**src/rtl/komut_getir_pkg.sv**
```systemverilog
// Shared types and constants for the komut_getir instruction fetch stage.
package komut_getir_pkg;

  localparam int ADDR_W  = 32;
  localparam int KOMUT_W = 32;
  localparam logic [ADDR_W-1:0] PC_ADIM = ADDR_W'(4);

  typedef struct packed {
    logic [ADDR_W-1:0]  pc;
    logic [KOMUT_W-1:0] komut;
  } komut_girdi_t;

  function automatic logic hizali(input logic [ADDR_W-1:0] addr);
    return (addr & ADDR_W'(3)) == '0;
  endfunction

endpackage

```
**src/rtl/komut_getir_fifo.sv**
```systemverilog
// Prefetch buffer holding {pc, instruction} pairs; flush wins over push and pop.
module komut_fifo
  import komut_getir_pkg::*;
#(
  parameter int DEPTH = 4
) (
  input  logic                     clk,
  input  logic                     reset,
  input  logic                     flush_i,
  input  logic                     push_i,
  input  komut_girdi_t             push_data_i,
  input  logic                     pop_i,
  output komut_girdi_t             head_o,
  output logic [$clog2(DEPTH):0]   count_o,
  output logic                     full_o,
  output logic                     empty_o
);

  localparam int AW = $clog2(DEPTH);

  komut_girdi_t   mem_q [DEPTH];
  logic [AW-1:0]  wrPtr_q, wrPtr_d;
  logic [AW-1:0]  rdPtr_q, rdPtr_d;
  logic [AW:0]    count_q, count_d;
  logic           pushOk, popOk;

  assign full_o  = (count_q == (AW+1)'(DEPTH));
  assign empty_o = (count_q == '0);
  assign count_o = count_q;
  assign head_o  = mem_q[rdPtr_q];
  assign pushOk  = push_i & ~full_o;
  assign popOk   = pop_i & ~empty_o;

  always_comb begin
    wrPtr_d = wrPtr_q;
    rdPtr_d = rdPtr_q;
    count_d = count_q;
    if (flush_i) begin
      wrPtr_d = '0;
      rdPtr_d = '0;
      count_d = '0;
    end else begin
      if (pushOk) wrPtr_d = wrPtr_q + 1'b1;
      if (popOk)  rdPtr_d = rdPtr_q + 1'b1;
      count_d = count_q + (AW+1)'(pushOk) - (AW+1)'(popOk);
    end
  end

  // Storage is cleared on reset so the head reads as zero until the first push.
  always_ff @(posedge clk) begin
    if (!reset) begin
      wrPtr_q <= '0;
      rdPtr_q <= '0;
      count_q <= '0;
      for (int i = 0; i < DEPTH; i++) mem_q[i] <= '0;
    end else begin
      wrPtr_q <= wrPtr_d;
      rdPtr_q <= rdPtr_d;
      count_q <= count_d;
      if (pushOk && !flush_i) mem_q[wrPtr_q] <= push_data_i;
    end
  end

endmodule

```
**src/rtl/komut_getir.sv**
```systemverilog
// Instruction fetch stage: credit-limited sequential reads, prefetch buffer,
// redirect flush with stale-response dropping and sticky misalignment error.
module komut_getir
  import komut_getir_pkg::*;
#(
  parameter int                DEPTH    = 4,
  parameter logic [ADDR_W-1:0] RESET_PC = 32'h0000_0000
) (
  input  logic               clk,
  input  logic               reset,
  output logic               mem_istek,
  output logic [ADDR_W-1:0]  mem_adres,
  input  logic               mem_kabul,
  input  logic               mem_yanit_gecerli,
  input  logic [KOMUT_W-1:0] mem_yanit,
  input  logic               yonlendir,
  input  logic [ADDR_W-1:0]  yeni_pc,
  output logic               komut_gecerli,
  output logic [KOMUT_W-1:0] komut,
  output logic [ADDR_W-1:0]  komut_pc,
  input  logic               komut_hazir,
  output logic               hata
);

  localparam int CW = $clog2(DEPTH) + 1;

  logic [ADDR_W-1:0] fp_q, fp_d;
  logic [ADDR_W-1:0] rp_q, rp_d;
  logic [CW-1:0]     bekleyen_q, bekleyen_d;
  logic [CW-1:0]     dusur_q, dusur_d;
  logic              hata_q, hata_d;

  logic              istekKabul, yanitDusur, kredi;
  logic              fifoPush, fifoPop, fifoFull, fifoEmpty;
  logic [CW-1:0]     fifoCount;
  komut_girdi_t      fifoHead, fifoGiris;

  // bekleyen counts every read in flight, including ones already marked for dropping.
  assign kredi      = ({1'b0, fifoCount} + {1'b0, bekleyen_q}) < (CW+1)'(DEPTH);
  assign mem_istek  = reset & ~hata_q & ~yonlendir & kredi;
  assign mem_adres  = fp_q;
  assign istekKabul = mem_istek & mem_kabul;
  assign yanitDusur = mem_yanit_gecerli & (dusur_q != '0);
  assign fifoPush   = mem_yanit_gecerli & ~yanitDusur;
  assign fifoPop    = komut_gecerli & komut_hazir;
  assign fifoGiris  = '{pc: rp_q, komut: mem_yanit};

  assign komut_gecerli = ~fifoEmpty;
  assign komut         = fifoHead.komut;
  assign komut_pc      = fifoHead.pc;
  assign hata          = hata_q;

  komut_fifo #(.DEPTH(DEPTH)) u_fifo (
    .clk         (clk),
    .reset       (reset),
    .flush_i     (yonlendir),
    .push_i      (fifoPush),
    .push_data_i (fifoGiris),
    .pop_i       (fifoPop),
    .head_o      (fifoHead),
    .count_o     (fifoCount),
    .full_o      (fifoFull),
    .empty_o     (fifoEmpty)
  );

  always_comb begin
    fp_d       = fp_q;
    rp_d       = rp_q;
    bekleyen_d = bekleyen_q + CW'(istekKabul) - CW'(mem_yanit_gecerli);
    dusur_d    = dusur_q - CW'(yanitDusur);
    hata_d     = hata_q;
    if (yonlendir) begin
      // Whatever is still in flight after this edge belongs to the old stream.
      fp_d    = yeni_pc;
      rp_d    = yeni_pc;
      dusur_d = bekleyen_q - CW'(mem_yanit_gecerli);
      if (!hizali(yeni_pc)) hata_d = 1'b1;
    end else begin
      if (istekKabul) fp_d = fp_q + PC_ADIM;
      if (fifoPush)   rp_d = rp_q + PC_ADIM;
    end
  end

  always_ff @(posedge clk) begin
    if (!reset) begin
      fp_q       <= RESET_PC;
      rp_q       <= RESET_PC;
      bekleyen_q <= '0;
      dusur_q    <= '0;
      hata_q     <= 1'b0;
    end else begin
      fp_q       <= fp_d;
      rp_q       <= rp_d;
      bekleyen_q <= bekleyen_d;
      dusur_q    <= dusur_d;
      hata_q     <= hata_d;
    end
  end

  always_ff @(posedge clk) begin
    if (reset && fifoPush && !yonlendir) assert (!fifoFull);
  end

endmodule

```
**config.mk**
```make
export PLATFORM = sky130hd
export DESIGN_NAME = komut_getir
export DESIGN_NICKNAME = d
export VERILOG_FILES = /design/src/rtl/komut_getir_pkg.sv /design/src/rtl/komut_getir_fifo.sv /design/src/rtl/komut_getir.sv
export SDC_FILE = /design/constraint.sdc
export NUM_CORES = 1
export LEC_CHECK = 0
export BUFFER_PORTS_ARGS = -buffer_cell sky130_fd_sc_hd__buf_2
export CORE_MARGIN = 2
export CORE_UTILIZATION = 30
export DETAILED_ROUTE_END_ITERATION = 8
export PLACE_DENSITY = 0.55
export SETUP_SLACK_MARGIN = 0.05
export SYNTH_ARGS = -nofsm -noshare
export SYNTH_HDL_FRONTEND = slang
export SYNTH_SLANG_ARGS = --single-unit
```
**constraint.sdc**
```tcl
create_clock -name clk -period 5.1 [get_ports clk]
set_input_delay 0.765 -clock clk [delete_from_list [all_inputs] [get_ports clk]]
set_output_delay 0.765 -clock clk [all_outputs]
set_load 0.01 [all_outputs]
```
==> flow_metrics.env <==
export IMPL_grt_overflow=0
export IMPL_finalHoldViolCount=0
export IMPL_ir_drop_mv=0.189
export IMPL_routedWlPerCell_um=20.2
export IMPL_wl_um=40000
export IMPL_grt_pass1_wl_um=61300
export IMPL_p_leak_uw=0.00679
export IMPL_rows=82
export IMPL_place_hpwl_um=23900
export IMPL_h_tree_depth=2
export IMPL_final_layout_size_suffix_gt1_share_pct=24.4
export IMPL_first_iter_violations=713
export IMPL_cts_resized_gates=0
export IMPL_post_route_drc_count=0
export IMPL_outcome="complete, no violations"
export IMPL_antennaDiodeCount=0
export IMPL_dieArea_um2=52700
export IMPL_timing_fmax_mhz=295
export IMPL_min_period_ps=3390
export IMPL_placed_cells=1916
export IMPL_drv_slew=0
export IMPL_pin_count=169
export IMPL_worstHoldPathType="reg -> reg"
export IMPL_vias=9730
export IMPL_synth_seq_area_share_pct=60.9
export IMPL_syn_instance_count=1138
export IMPL_cp_max_fo=43
export IMPL_cp_endpoint="komut_pc[21]"
export IMPL_worstPathArrival_ps=2630
export IMPL_antenna_found_initial=0
export IMPL_timing_rr_end="bekleyen_q[2]"
export IMPL_die_h_um=230
export IMPL_gp_congestion=0.805
export IMPL_final_fill_count=4886
export IMPL_critical_path_required_ps=4340
export IMPL_clock_latency_ps=550
export IMPL_initial_core_util_pct=30.4
export IMPL_avgSynthCellArea_um2=13.4
export IMPL_final_cells=1982
export IMPL_post_route_util_pct=35.8
export IMPL_start_kind="flop"
export IMPL_ys_ff_latch=336
export IMPL_grt_start_max_net_pins=85
export IMPL_cp_end_kind="primary output"
export IMPL_multiInputGateArea_um2=5530
export IMPL_hold_buffers=0
export IMPL_drtPass1Iterations=5
export IMPL_clockBufferDepth=3
export IMPL_ant_nets=0
export IMPL_critPathKind="reg -> out"
export IMPL_cts_sinks=336
export IMPL_regToRegSetupSlack_ps=1800
export IMPL_portBuffers=168
export IMPL_register_area_um2=9290
export IMPL_layout_common_cells="edfxtp_1 (256), and2_1 (200), buf_2 (168)"
export IMPL_period_share_pct=66.5
export IMPL_cts_tree="yes"
export IMPL_rsz0062_at_grt="false"
export IMPL_slew_headroom_pct=29.9
export IMPL_synthesis_area_um2=15300
export IMPL_syn2layout_area_growth_pct=17.6
export IMPL_synth_top_flop_cell="edfxtp_1"
export IMPL_synthArstFlopShare_pct=0
export IMPL_setup_tns_ps=0
export IMPL_worst_slew_pin_slew_ps=1050
export IMPL_final_common_cell="edfxtp_1"
export IMPL_coreArea_um2=50200
export IMPL_num_nets_final=1369
export IMPL_powerDensity_nw_per_um2=361
export IMPL_rr_worst_depth=12
export IMPL_setup_viol=0
export IMPL_root_buffer="clkbuf_16"
export IMPL_fp_dieW_um=230
export IMPL_synthDistinctLibCells=54
export IMPL_postCtsSetupRepairBufs=0
export IMPL_rr_startpoint="u_fifo.count_o[2]"
export IMPL_viasPerCell=4.91
export IMPL_synth_edf_count=256
export IMPL_clock_skew_final_ps=16.3
export IMPL_syn_nets=1222
export IMPL_drv_cap=0
export IMPL_grt_usage_pct=15.2
export IMPL_numCtsBuffers=39
export IMPL_grt_pass1_vias=9994
export IMPL_ys_warn_count=0
export IMPL_path_clk_slew_ps=60
worst min path at each step:
stage	slack (ps)	cells past startpoint	start	to
2_1_floorplan	460	2	rp_q[0]	rp_q[0]
3_3_place_gp	450	2	mem_adres[0]	mem_adres[0]
3_5_place_dp	440	2	mem_adres[0]	mem_adres[0]
4_1_cts	460	2	mem_adres[0]	mem_adres[0]
5_1_grt	490	2	mem_adres[0]	mem_adres[0]
6_report	460	2	mem_adres[0]	mem_adres[0]
layer usage:
metal / GRT usage (%) / part of all wire [%] / vias up
met1: 20.9 / 46 / 4867
met3: 2.58 / 5.5 / 47
met2: 24.7 / 47 / 294
li1: - / - / 4522
met4: 4.34 / 2.0 / 0
met5: 0 / 0 / -
power breakdown:
part	switching [uW]	internal, uW	leakage, uW	total [uW]
logic	370	249	0.00290	619
registers	119	3090	0.00331	3210
clock network	1100	1560	0.000577	2660
total	1590	4900	0.00679	6490
cells in the mapped netlist, types with 16 or more instances:
library cell / number / area share, %
edfxtp_1: 256 / 50
and2_1: 200 / 8.2
dfxtp_1: 80 / 10
and3_1: 73 / 3.0
mux4_2: 64 / 9.4
a21oi_1: 48 / 1.6
nand2_1: 47 / 1.2
clkbuf_1: 43 / 1.1
o21ai_0: 42 / 1.4
xor2_1: 34 / 2.0
nor2_1: 29 / 0.71
nand4_1: 24 / 0.98
inv_1: 22 / 0.54
nand3_1: 21 / 0.69
a31oi_1: 16 / 0.66
logic make-up after synthesis:
kind of cell    count (synthesis)  synth area share, %
buf+inv                       101                 3.21
fa+ha+maj                      14                 1.25
mux                            67                 9.64
compound gates                130                 4.98
xor+xnor                       46                 2.64
flops                         336                 60.9
simple gates                  444                 17.4
final cells by class:
| class | instances | area share (%) |
|---|---|---|
| clock buffers | 48 | 5.86 |
| clock inverters | 18 | 0.774 |
| inverters | 23 | 0.481 |
| multi-input cells | 701 | 30.8 |
| flip-flops and latches | 336 | 51.8 |
| well taps | 672 | 4.68 |
| repair buffers | 184 | 5.63 |
per-stage QoR:
stage / power [uW] / hold WS, ps / setup WS [ps] / area (um^2)
floorplan: 3610 / 457 / 1140 / 15300
global placement: 3890 / 445 / 1350 / 16800
detailed placement: 3900 / 443 / 1350 / 16800
CTS: 6580 / 460 / 1580 / 18000
global route: 6740 / 492 / 1550 / 18000
finish: 6490 / 457 / 1710 / 18000
sequential cells by signal, summed over array words and instances, names as in the netlist, named ones only:
register and cells:
hata 1, mem_adres 32, u_fifo.wrPtr_q 2, u_fifo.count_o 3, u_fifo.mem_q 256, bekleyen_q 3, dusur_q 3, rp_q 32
u_fifo.rdPtr_q 2
critical path, stage by stage (launching register included):
cell	delay [ps]
dfxtp_2	750
buf_4	680
mux4_2	460
buf_2	170
Power figures use the tool's default switching activity.
